File: src/rtl/opc6_bus8_bridge.sv
// opc6_bus8_bridge: splits opc6 16-bit bus cycles into byte cycles on an 8-bit SRAM/IO bus, stalling via cpu_clken.
// Optional OPC6_BUS8_READY_EN adds a mem_ready input that extends byte phases.
module opc6_bus8_bridge #(
  parameter int WAIT = 1,
  parameter int ADDR_W = 17
) (
  input  logic              clk,
  input  logic              reset,
  input  logic              cpu_vpa,
  input  logic              cpu_vda,
  input  logic              cpu_vio,
  input  logic              cpu_rnw,
  input  logic [15:0]       cpu_addr,
  input  logic [15:0]       cpu_dout,
  output logic [15:0]       cpu_din,
  output logic              cpu_clken,
  output logic [ADDR_W-1:0] mem_addr,
  output logic [7:0]        mem_dout,
  input  logic [7:0]        mem_din,
`ifdef OPC6_BUS8_READY_EN
  input  logic              mem_ready,
`endif
  output logic              mem_ce_b,
  output logic              mem_oe_b,
  output logic              mem_we_b,
  output logic              io_sel_b
);
  typedef enum logic [2:0] {IDLE, LO, GAP, HI, DONE} state_t;
  state_t state, state_n;
  logic [15:0] addr_r, dout_r, addr_l, dout_l;
  logic rnw_r, vio_r, rnw_l, vio_l;
  logic [3:0] cnt;
  logic access, rdy, last, phase_n, hi_n;
  assign access = cpu_vpa | cpu_vda | cpu_vio;
`ifdef OPC6_BUS8_READY_EN
  assign rdy = mem_ready;
`else
  assign rdy = 1'b1;
`endif
  assign last = (cnt >= 4'(WAIT)) && rdy;
  // in IDLE the outgoing strobes are computed from the live CPU request, afterwards from the latched copy
  assign addr_l = (state == IDLE) ? cpu_addr : addr_r;
  assign dout_l = (state == IDLE) ? cpu_dout : dout_r;
  assign rnw_l  = (state == IDLE) ? cpu_rnw  : rnw_r;
  assign vio_l  = (state == IDLE) ? cpu_vio  : vio_r;
  assign phase_n = (state_n == LO) || (state_n == HI);
  assign hi_n = state_n == HI;
  assign cpu_clken = reset || (state == IDLE && !access) || state == DONE;
  always_comb begin
    state_n = state;
    case (state)
      IDLE:    state_n = access ? LO : IDLE;
      LO:      state_n = last ? (vio_r ? DONE : GAP) : LO;
      GAP:     state_n = HI;
      HI:      state_n = last ? DONE : HI;
      default: state_n = IDLE;
    endcase
  end
  always_ff @(posedge clk) begin
    if (reset) begin
      state    <= IDLE;
      cpu_din  <= '0;
      mem_addr <= '0;
      mem_dout <= '0;
      mem_ce_b <= 1'b1;
      mem_oe_b <= 1'b1;
      mem_we_b <= 1'b1;
      io_sel_b <= 1'b1;
      addr_r   <= '0;
      dout_r   <= '0;
      rnw_r    <= 1'b1;
      vio_r    <= 1'b0;
      cnt      <= '0;
    end else begin
      state <= state_n;
      if (state == IDLE) begin
        addr_r <= cpu_addr;
        dout_r <= cpu_dout;
        rnw_r  <= cpu_rnw;
        vio_r  <= cpu_vio;
      end
      cnt <= (state_n != state) ? 4'd0 : (cnt == 4'hf ? cnt : cnt + 4'd1);
      mem_ce_b <= !(phase_n && !vio_l);
      io_sel_b <= !(phase_n && vio_l);
      mem_oe_b <= !(phase_n && rnw_l);
      mem_we_b <= !(phase_n && !rnw_l);
      if (phase_n) begin
        mem_addr <= vio_l ? ADDR_W'(addr_l) : ADDR_W'({addr_l, hi_n});
        if (!rnw_l) mem_dout <= hi_n ? dout_l[15:8] : dout_l[7:0];
      end
      if (state == LO && last && rnw_r) begin
        cpu_din[7:0] <= mem_din;
        if (vio_r) cpu_din[15:8] <= 8'h00;
      end
      if (state == HI && last && rnw_r) cpu_din[15:8] <= mem_din;
    end
  end
endmodule

File: config.mk
export PLATFORM = sky130hd
export DESIGN_NAME = opc6_bus8_bridge
export DESIGN_NICKNAME = d
export VERILOG_FILES = /design/src/rtl/opc6_bus8_bridge.sv
export SDC_FILE = /design/constraint.sdc
export NUM_CORES = 1
export LEC_CHECK = 0
export CORE_ASPECT_RATIO = 0.75
export CORE_MARGIN = 1.5
export CORE_UTILIZATION = 40
export DETAILED_ROUTE_END_ITERATION = 8
export GPL_TIMING_DRIVEN = 1
export PLACE_DENSITY = 0.79
export RECOVER_POWER = 100
export SLEW_MARGIN = 25
export SYNTH_ARGS = -nofsm -noshare
export SYNTH_HDL_FRONTEND = slang
export SYNTH_SLANG_ARGS = --single-unit
File: constraint.sdc
create_clock -name clk -period 5.75 [get_ports clk]
set_clock_uncertainty 0.15 [all_clocks]
set_input_delay 0.8625 -clock clk [delete_from_list [all_inputs] [get_ports clk]]
set_output_delay 0.8625 -clock clk [all_outputs]
set_load 0.005 [all_outputs]
==> results of run 1 <==
routing by layer:
metal / part of all wire, % / up-vias / global-route usage [%]
li1: - / 1343 / -
met1: 47 / 1300 / 24.6
met3: 7.6 / 9 / 6.44
met2: 45 / 106 / 26.0
met4: 1.0 / 0 / 4.72
met5: 0 / - / 0
worst min path at each step:
stage                        to  slack [ps]  cells after the start
floorplan           mem_dout[0]         300                      2
global placement    mem_dout[2]         300                      2
detailed placement  mem_dout[2]         300                      2
CTS                 mem_dout[2]         310                      2
global route        mem_dout[2]         330                      2
finish              mem_dout[2]         300                      2
cell usage in the layout (no fill, tap or decap), types with 3 or more instances in the layout:
master and n:
nand2b_1 3, nand3b_1 9, inv_1 3, o21ai_0 9, or3_1 4, a21oi_1 18, nor2_1 58, a221o_1 7
dlygate4sd3_1 47, mux2i_1 56, clkdlybuf4s50_1 43, nor3_1 4, clkbuf_16 9, nand2_1 30, nand3_1 3, dfxtp_1 86
ha_1 3, a22oi_1 8
state kept, by name, summed over array words and instances, names as in the netlist:
| signal | count |
|---|---|
| cnt | 4 |
| vio_r | 1 |
| rnw_r | 1 |
| mem_oe_b | 1 |
| mem_addr | 17 |
| io_sel_b | 1 |
| dout_r | 16 |
| cpu_din | 16 |
| mem_we_b | 1 |
| mem_dout | 8 |
| mem_ce_b | 1 |
| addr_r | 16 |
| state | 3 |
worst max-delay path, stage by stage (launching register included):
cell	delay [ps]
dfxtp_1	390
nor3_1	1660
clkbuf_1	1100
nand2_1	150
a21oi_1	270
mux2i_1	110
o21ai_0	240
layout make-up:
class | instances | area [sq um] | area share, %
repair buffers | 93 | 917 | 20.0
clock buffers | 11 | 253 | 5.53
inverters | 3 | 11.3 | 0.246
well taps | 105 | 131 | 2.87
multi-input cells | 230 | 1480 | 32.4
flip-flops and latches | 86 | 1720 | 37.6
clock inverters | 5 | 57.6 | 1.26
through the flow:
stage	std cells	cell area [sq um]	util [%]	power (mW)
floorplan	341	3400	-	0.962
global placement	517	4310	53.5	1.10
detailed placement	517	4320	53.6	1.11
CTS	533	4630	57.5	1.71
global route	533	4570	56.8	1.75
finish	533	4570	56.8	1.66
cells by family after synthesis:
group           count (synthesis)
compound gates                 52
xor+xnor                        1
fa+ha+maj                       3
buf+inv                        25
flops                          86
mux                            56
simple gates                  118
power groups by stage:
| stage | Combinational [mW] | Sequential (mW) | Clock [mW] |
|---|---|---|---|
| final | 0.370 | 0.703 | 0.591 |
| after global routing | 0.407 | 0.710 | 0.631 |
| after CTS | 0.395 | 0.707 | 0.605 |
| after detailed placement | 0.392 | 0.718 | 0 |
| after global placement | 0.378 | 0.718 | 0 |
| after floorplan | 0.251 | 0.712 | 0 |
==> summary by stage, run 1 <==
Outcome
The flow ran to the end, but the final reports show violations. The checks that failed: max-capacitance violations, max-slew violations.

Final layout
Fill cells in the final layout number 738. The share of cells above drive strength 1 is 4.44%. Relative to the synthesized area, the layout overhead comes to 34.5%.

After the last flow step, the layout net total stands at 472. The number of antenna diodes is 0.

Clock tree
The clock reaches the later pin of the worst-skew pair after 330 ps. The root buffer cell is clkbuf_16. The number of buffers inserted for hold repair after clock tree synthesis is 0. The post-CTS resize count is 0.

Counting the buffers created by CTS gives 9. The CTS tree is yes. The setup fix buffers added after clock tree synthesis is 0. The H-tree generated during clock tree synthesis spans 3 levels. No sink is reached through more buffers than the 2 on the longest clock path. The clock input transition at the sequential cells of the worst setup and hold paths is 60 ps. The clock drives 86 sinks.

Routing
The first-pass iteration count of the detailed router is 4. Dividing the detail-routed wire length by the instance count gives 14.9 microns. For this block, the routed nets add up to 7.95 mm of wire. After detailed routing, the number of vias per cell comes to 5.17. After the first detailed-routing iteration, the DRC count stood at 146. The remaining antenna violation count after routing is 0. Across all layers, the routed design uses 2758 vias. The DRC violations left is 0.

Place
Port buffering added 91 buffers. The detailed placer's ending HPWL is 5.36 mm. The congestion estimate from routability-driven global placement came to 0.734. The setup slack after placement is 2480 ps.

Worst hold path
The startpoint identified for the worst hold timing path is mem_dout[2]. The type of the worst min-delay path is flip-flop to flip-flop.

Global routing
The number of global-route vias before repair is 2642. The maximum number of pins on one net before global-route repair is 84. The all-layer global routing usage is 17.8%.

The first global-routing pass estimated 12.7 mm of wire. The residual overflow from global routing is 0. The number of antenna violations at the first check in global routing is 0.

Synthesis
By instance count, the leading cell after synthesis is dfxtp_1. The post-synthesis adder-cell area fraction is 1.10%. After synthesis, the share of flip-flops with an asynchronous set or reset is 0%.

Counting every net in the synthesized netlist gives 390. Sequential cells were found to cover 50.6% of the synthesized design area. The most instantiated flip-flop cell in the synthesis netlist is dfxtp_1. The average size of a mapped cell is 9.98 sq um. The library cell occupying the most area in the post-synthesis netlist is dfxtp_1.

The xor and xnor fraction of the mapped netlist area is 0.257%. The multiplexer fraction of the synthesized cell area is 16.8%. The fraction of the mapped netlist area in compound gates is 10.2%. Counting flops and latches in the post-synthesis netlist gives 86. The largest family of logic cells by synthesized area is multiplexers.

The number of enable-type register cells in the synthesized netlist is 0. The Yosys step of the flow raised 0 warnings. The top cell type's share of synthesized area is 50.6%. In this run the cell area of the synthesized design comes to 3400 sq um. The synthesized netlist contains 37 unique library cells. Synthesis produced 341 cells.

Ranked by total cell area, the synthesized netlist is headed by dfxtp_1 (51%), mux2i_1 (16%), nor2_1 (6.4%). In the synthesized netlist, the cells that appear most often are dfxtp_1 (86), nor2_1 (58), mux2i_1 (55), nand2_1 (30), a21oi_1 (18). The simple logic cell fraction of the synthesized area is 16.3%.

Worst setup path
The start-to-end type of the worst setup path is flip-flop to flip-flop. The capture point of the critical path is mem_addr[15]. Tracing the worst setup path back leads to its startpoint at state[1].

STA classifies the critical path startpoint as a flip-flop. The kind of end point of the critical path is a flip-flop. The capturing point of the worst reg2reg path is mem_addr[15]. The worst register-to-register path begins at state[1]. The maximum net fanout on the critical path is 21.

At the worst endpoint, the arrival time is 4260 ps. The worst register-to-register path has a depth of 6. For the worst setup path, the data required time is 5840 ps.

For flop-to-flop paths, the worst setup slack is 1580 ps.

Power
Summed over all cells, the static leakage comes to 1.96 nW. The peak ir drop on the vdd network is 0.000162 V. In this run the power spent charging and discharging nets is 0.451 mW. The sequential share of power is 42.2%. The internal power of the cells totals 1.21 mW. The cell area power density is 364 nW/um^2.

The switching share of power is 27.1%. Of the total power, the clock network draws 35.5%. The combinational power share is 22.2%.

Floorplan
The area inside the core boundary is 8060 sq um. The die area is 9070 sq um. The die is 82.9 microns tall. The effective utilization at floorplan is 42.2%. The top-level I/O count is 92. The die outline width is 109 microns.

The site row count is 28.

Timing
After routing, the total negative slack on setup checks comes to 0 ps. Setup repair after global routing left no endpoint under its margin. Once routing completed, OpenROAD measured the worst setup slack at 1580 ps. The relative slew slack is -59.7%. The number of max-slew violations in the final report is 46. The number of setup violations in the final report is 0. The maximum achievable frequency is 240 MHz. The number of hold violations in the final report was 0. The final hold slack is 302 ps.

At the pin with the least slew margin, the transition time is 2330 ps. The share of the cycle needed by the critical path after routing is 72.6%. The clock period minus final worst setup slack is 4170 ps.

Job
The max-capacitance violation count is 3.
(Power assumes the default switching activity.)
==> inputs of run 2 (changes only) <==
==> constraint.sdc (replaced) <==
create_clock -name clk -period 4.3 [get_ports clk]
set_clock_uncertainty 0.15 [all_clocks]
set_input_delay 0.645 -clock clk [delete_from_list [all_inputs] [get_ports clk]]
set_output_delay 0.645 -clock clk [all_outputs]
set_load 0.005 [all_outputs]
==> run 2 against run 1 <==
The flow still finishes with violations (max-capacitance violations, max-slew violations). Final area increased by 0.25%. Largest power group unchanged. Register-to-register slack lost 500 ps. Combinational power rose by 34%. Sequential share of layout area is 0.092 points lower. Maximum frequency is 30% higher. Total power grew 30%.
==> summary by stage, run 2 (synthesis results as in run 1) <==
Outcome
The run finished, with violations left. The final reports fail on max-capacitance violations, max-slew violations.

Routing
The detailed route wirelength on metal2 is 3.32 mm. Summed over all nets, wire length on met3 after detailed routing comes to 692 microns. The routed layout has 2680 vias. The post-detailed-route wirelength per cell is 14.4 microns. Before antenna repair, the detailed router went through 4 iterations. The top metal layer carrying routed signals is met4. In the routed design, unresolved DRC markers number 0. The length of routed wiring on met1 is 3.65 mm. Summed over all layers, the routed wires come to 7.71 mm. The starting DRC count in detailed routing is 140. The average vias per placed instance is 5.02. The count of nets left with antenna violations once routing finished came out at 0.

Timing
The number of max-slew violations in the final report is 83. The maximum achievable frequency is 311 MHz. Setup violations remaining at the end of the flow were counted as 0.

Summed over all failing endpoints, the final setup total negative slack is 0 ps. Setup repair after global routing left no endpoint under its margin. The number of hold violations in the final report is 0. Hold timing on the final database bottoms out at a slack of 301 ps.

The share of the cycle needed by the critical path after routing is 74.9%. The actual transition at the worst max-transition pin is 1530 ps. The smallest clock period supported by the final layout is computed as 3220 ps. In this run the tightest slew margin relative to its limit is -1.81%.

Global routing
Global routing used 17.5% of the available tracks across all layers. The number of antenna violations at the first check in global routing is 0. The number of global-route vias before repair was 2646. Entering global routing, the biggest net connects 83 pins. The global-route wire length before repair is 12.7 mm. The residual overflow from global routing is 0.

Worst setup path
Walking the worst path, the cells encountered are nor3_4 > clkbuf_1 > mux2i_1 > a221o_1 > a21oi_1. Data on the critical path is required at its endpoint by 4380 ps. The first element of the critical path is state[1]. For the worst setup path, the data arrival time is 3300 ps. The largest individual stage delay along the critical path comes from the cell clkbuf_1. The maximum net fanout on the critical path is 21. The critical path startpoint category is a flip-flop. The source of the worst register-to-register timing path is state[1]. The kind of end point of the critical path is a flip-flop.

The start-to-end type of the worst setup path is flip-flop to flip-flop. For this run, the slowest stage of the critical path takes 1100 ps.

Final layout
The final-stage net count is 473. The register bank with the most flops is mem_addr. In the layout the commonest cells are dfxtp_1 (86), nor2_1 (58), mux2i_1 (55). After filler insertion, the fill cell instance count of the layout stands at 751. The flip-flop count of the largest register after layout is 17.

The repair_antennas step left the layout with diodes totalling 0. The share of cells above drive strength 1 is 5.36%. The area growth from synthesis to layout is 34.8%. The most common library cell in the layout ignoring fill and taps is dfxtp_1. Cells fill 56.9% of the core in the end.

Place
The number of buffers added on ports is 91. The detailed placer's ending HPWL is 5.32 mm. The placer's final routability congestion estimate is 0.776.

Clock tree
The setup fix buffers added after clock tree synthesis is 0. Counting along the longest clock path gives a buffer depth of 2. Counting every sink on the clock net gives 86.

TritonCTS created 9 clock buffers. The clock reaches the later pin of the worst-skew pair after 330 ps. The root buffer cell is clkbuf_16.

After clock tree synthesis, the repair step resized 0 gates. Clock-pin slew was measured on the worst setup and hold paths at 60 ps. CTS built an H-tree with a depth of 3. Buffers inserted to repair hold after CTS numbered 0. TritonCTS built the clock tree.

Power
Overall power consumption after layout is estimated at 2.16 mW. The static power due to leakage is 1.95 nW. The peak ir drop on the vdd network is 0.000251 V. The cell area power density is 471 nW/um^2.

Job
The tool flagged a number of max-cap violations equal to 1.

Floorplan
The die area is 9070 sq um. 92 I/O pins were placed. The effective utilization at floorplan is 42.2%. The floorplan step set the die width to 109 microns. The floorplan has 28 rows.

The area inside the core boundary is 8060 sq um. The die is 82.9 microns tall.

Worst hold path
The startpoint of the lowest-slack hold path is mem_dout[2]. The type of the worst min-delay path is flip-flop to flip-flop.
[run 2: cell types whose count changed in the layout (fill, tap and decap cells not counted), sizes merged]
cell           previous run  this run
buf                       2         1
bufinv                    1         0
clkbuf                   12        13
clkdlybuf4s50            43        44
clkinv                    4         3
clkinvlp                  0         2
dlygate4sd3              47        46
inv                       3         4
[run 2: layout make-up]
cell class,count,area (sq um),share of cell area [%]
repair buffers,94,921,20.1
clock inverters,6,46.3,1.01
well taps,105,131,2.86
flip-flops and latches,86,1720,37.5
multi-input cells,230,1520,33.0
inverters,3,11.3,0.246
clock buffers,10,239,5.21
[run 2: routing by layer]
metal,vias up,global-route usage (%)
met2,75,26.1
met3,5,7.69
met5,-,0
li1,1350,-
met1,1250,23.0
met4,0,4.25
[run 2: power breakdown]
group / switching [mW] / total [mW] / internal (mW)
clock: 0.315 / 0.725 / 0.410
combinational: 0.247 / 0.495 / 0.248
sequential: 0.0478 / 0.941 / 0.893
total: 0.610 / 2.16 / 1.55
[run 2: stage by stage]
| step | area [sq um] | std cells | setup WS, ps |
|---|---|---|---|
| 4_1_cts | 4610 | 534 | 1420 |
| 5_1_grt | 4590 | 534 | 886 |
| 3_3_place_gp | 4320 | 518 | 1410 |
| 6_report | 4590 | 534 | 1080 |
| 3_5_place_dp | 4320 | 518 | 1310 |
| 2_1_floorplan | 3400 | 341 | 2170 |
[run 2: worst max-delay path, delay by kind of cell, from the launching register on]
family	cells	cell delay (ps)
compound gates	2	530
buf+inv	1	1100
flops	1	420
simple gates	1	660
mux	1	260
[run 2: final timing paths]
path,slack [ps],endpoint,cells after the start
worst max register to register,1080,mem_dout[7],5
worst max-delay path,1080,mem_dout[7],5
worst min register to register,300,mem_dout[2],2
worst min-delay path,300,mem_dout[2],2
==> inputs of run 3 (changes only) <==
==> constraint.sdc (replaced) <==
create_clock -name clk -period 3.07 [get_ports clk]
set_clock_uncertainty 0.15 [all_clocks]
set_input_delay 0.4605 -clock clk [delete_from_list [all_inputs] [get_ports clk]]
set_output_delay 0.4605 -clock clk [all_outputs]
set_load 0.005 [all_outputs]
==> run 3 against run 2 <==
The flow now finishes without violations. Highest routed layer unchanged. Via count up 3.1%. Worst setup slack lost 550 ps. Clock power is 36% higher. Non-clock buffer count is 3 higher. Die area did not move. Sequential power rose by 39%. Sequential share of layout area shrank 0.15 points. Sequential cell count is the same.
==> summary by stage, run 3 (synthesis results as in run 1) <==
Floorplan
The top-level I/O count is 92. The area inside the core boundary is 8060 sq um. In this run the horizontal extent of the chip is 109 microns. The vertical die dimension is 82.9 microns. The die area is 9070 sq um. Row generation in the floorplan step produced 28 rows.

For this configuration, the core starts out at a cell density of 42.2%.

Timing
Setup violations remaining at the end of the flow were counted as 0. The relative slew slack is 43.0%. Setup slack on the critical path of the routed design comes to 534 ps. The actual transition at the worst max-transition pin is 837 ps. The clock period minus final worst setup slack is 2540 ps.

The number of hold violations in the final report is 0. The number of max-slew violations in the final report was 0. The final hold slack is 301 ps. The setup total negative slack is 0 ps.

Setup repair after global routing left no endpoint under its margin. The share of the cycle needed by the critical path after routing is 82.6%. The maximum achievable frequency is 394 MHz.

Clock tree
The number of H-tree levels is 3. In this run, post-CTS hold repair placed 0 buffers. Clock-pin slew was measured on the worst setup and hold paths at 60 ps. The clock passes through at most 2 buffers.

CTS placed an instance of clkbuf_16 at the clock tree root. Once the clock tree was built, the setup fixing pass inserted 0 buffers. Clock latency on the worst-skew pair, taken at its later pin, is 330 ps. The total clock sinks is 86. The post-CTS resize count is 0. The number of buffers inserted during clock tree synthesis is 9. TritonCTS built the clock tree.

Worst setup path
The register-to-register path setup slack is 560 ps. STA puts the critical path data required time at 2460 ps. The arrival time reported for the critical path endpoint is 1930 ps. The start-to-end type of the worst setup path is primary input to primary output. In this run the critical register-to-register path is launched from cnt[1].

STA classifies the critical path startpoint as a primary input. The worst register-to-register path ends at mem_oe_b. The kind of end point of the critical path is a primary output. The capture point of the critical path is cpu_clken. In this run the worst setup path begins at cpu_vio. The number of cells on the worst reg-to-reg path is 7. The maximum net fanout on the critical path is 2.

Final layout
Leaving out fill and tap cells, the most frequent cell in the layout is dfxtp_1. For this run, the post-layout net count is 476. Leaving out fill and tap cells, the most frequent cells in the layout are dfxtp_1 (86), nor2_1 (58), mux2i_1 (55). Counting flops per register, the top entry is mem_addr. The share of cells above drive strength 1 is 5.56%. The register with the most flip-flops in the layout has 17 of them. The repair_antennas step left the layout with diodes totalling 0.

Relative to the synthesized area, the layout overhead comes to 35.3%.

Power
The portion of total power attributed to the clock network is 32.7%. Dividing total power by cell area gives a power density of 656 nW/um^2. Combinational logic burns 23.7% of the power.

The peak ir drop on the vdd network is 0.000341 V. Per report_power, the sequential group accounts for 43.5% of the total. The analysis attributes to net switching a power of 0.861 mW.

The internal power component is 2.16 mW. The design draws 3.02 mW. Summed over all cells, the static leakage comes to 1.97 nW. Net switching is 28.5% of the power.

Global routing
The maximum number of pins on one net before global-route repair is 83. The number of antenna violations at the first check in global routing is 0. The global-route wire length before repair is 12.8 mm. The number of global-route vias before repair was 2651. Across every metal layer, demand over resource in global routing totals 17.7%. The residual overflow from global routing is 0.

Routing
The detail route stage leaves a number of antenna-violating nets equal to 0. Wires add up to 7.88 mm. The starting DRC count in detailed routing is 140.

The post-detailed-route wirelength per cell is 14.7 microns. After detailed routing, the number of remaining DRC violations is 0. Dividing the detail-routed via count by the number of cells gives 5.15. The first-pass iteration count of the detailed router is 5. Detailed routing inserted a total of 2763 vias.

Job
The tool flagged a number of max-cap violations equal to 0.

Worst hold path
The type of the worst min-delay path is flip-flop to flip-flop.

Outcome
The run finished with clean final reports.

Place
The setup slack after placement is 582 ps. Input and output buffers added on the ports amount to 91. The detailed placer's ending HPWL is 5.44 mm. The placer's final routability congestion estimate is 0.768.
[run 3: critical path, stage by stage]
cell and delay, ps:
dlygate4sd3_1 580, nor3_1 190, o21ai_0 110, nand2b_1 90, clkdlybuf4s50_1 490
[run 3: cell type report]
class                           instances  area (sq um)
Inverter                                3          11.3
Fill cell                             728          3450
Tap cell                              105           131
Multi-Input combinational cell        230          1510
Clock inverter                          7          48.8
Timing Repair Buffer                   97           956
Clock buffer                            9           225
Sequential cell                        86          1720
[run 3: per-stage QoR]
stage / cell area, sq um / instances / utilization, %
global placement: 4360 / 521 / 54.1
global route: 4600 / 537 / 57.1
CTS: 4630 / 537 / 57.5
finish: 4600 / 537 / 57.1
detailed placement: 4360 / 521 / 54.1
floorplan: 3400 / 341 / -
[run 3: power by group through the flow]
stage          clock network (mW)  logic, mW  registers, mW
4_1_cts                      1.01      0.758           1.32
2_1_floorplan                   0      0.469           1.33
3_3_place_gp                    0      0.736           1.34
5_1_grt                      1.06      0.781           1.33
6_report                    0.988      0.716           1.31
3_5_place_dp                    0      0.753           1.34
[run 3: worst min path at each step]
stage | startpoint | cells after the start | to | slack [ps]
after global placement | mem_dout[3] | 2 | mem_dout[3] | 290
after floorplan | mem_dout[0] | 2 | mem_dout[0] | 300
after global routing | mem_dout[7] | 2 | mem_dout[7] | 320
after detailed placement | mem_dout[2] | 2 | mem_dout[2] | 300
after CTS | mem_dout[2] | 2 | mem_dout[2] | 310
final | mem_dout[2] | 2 | mem_dout[2] | 300
[run 3: layer usage]
layer	vias to the layer above	wire, microns	GRT usage, %
met4	0	65	4.84
met3	7	512	5.73
met1	1316	3880	25.0
met2	77	3420	25.8
met5	-	0	0
li1	1363	-	-
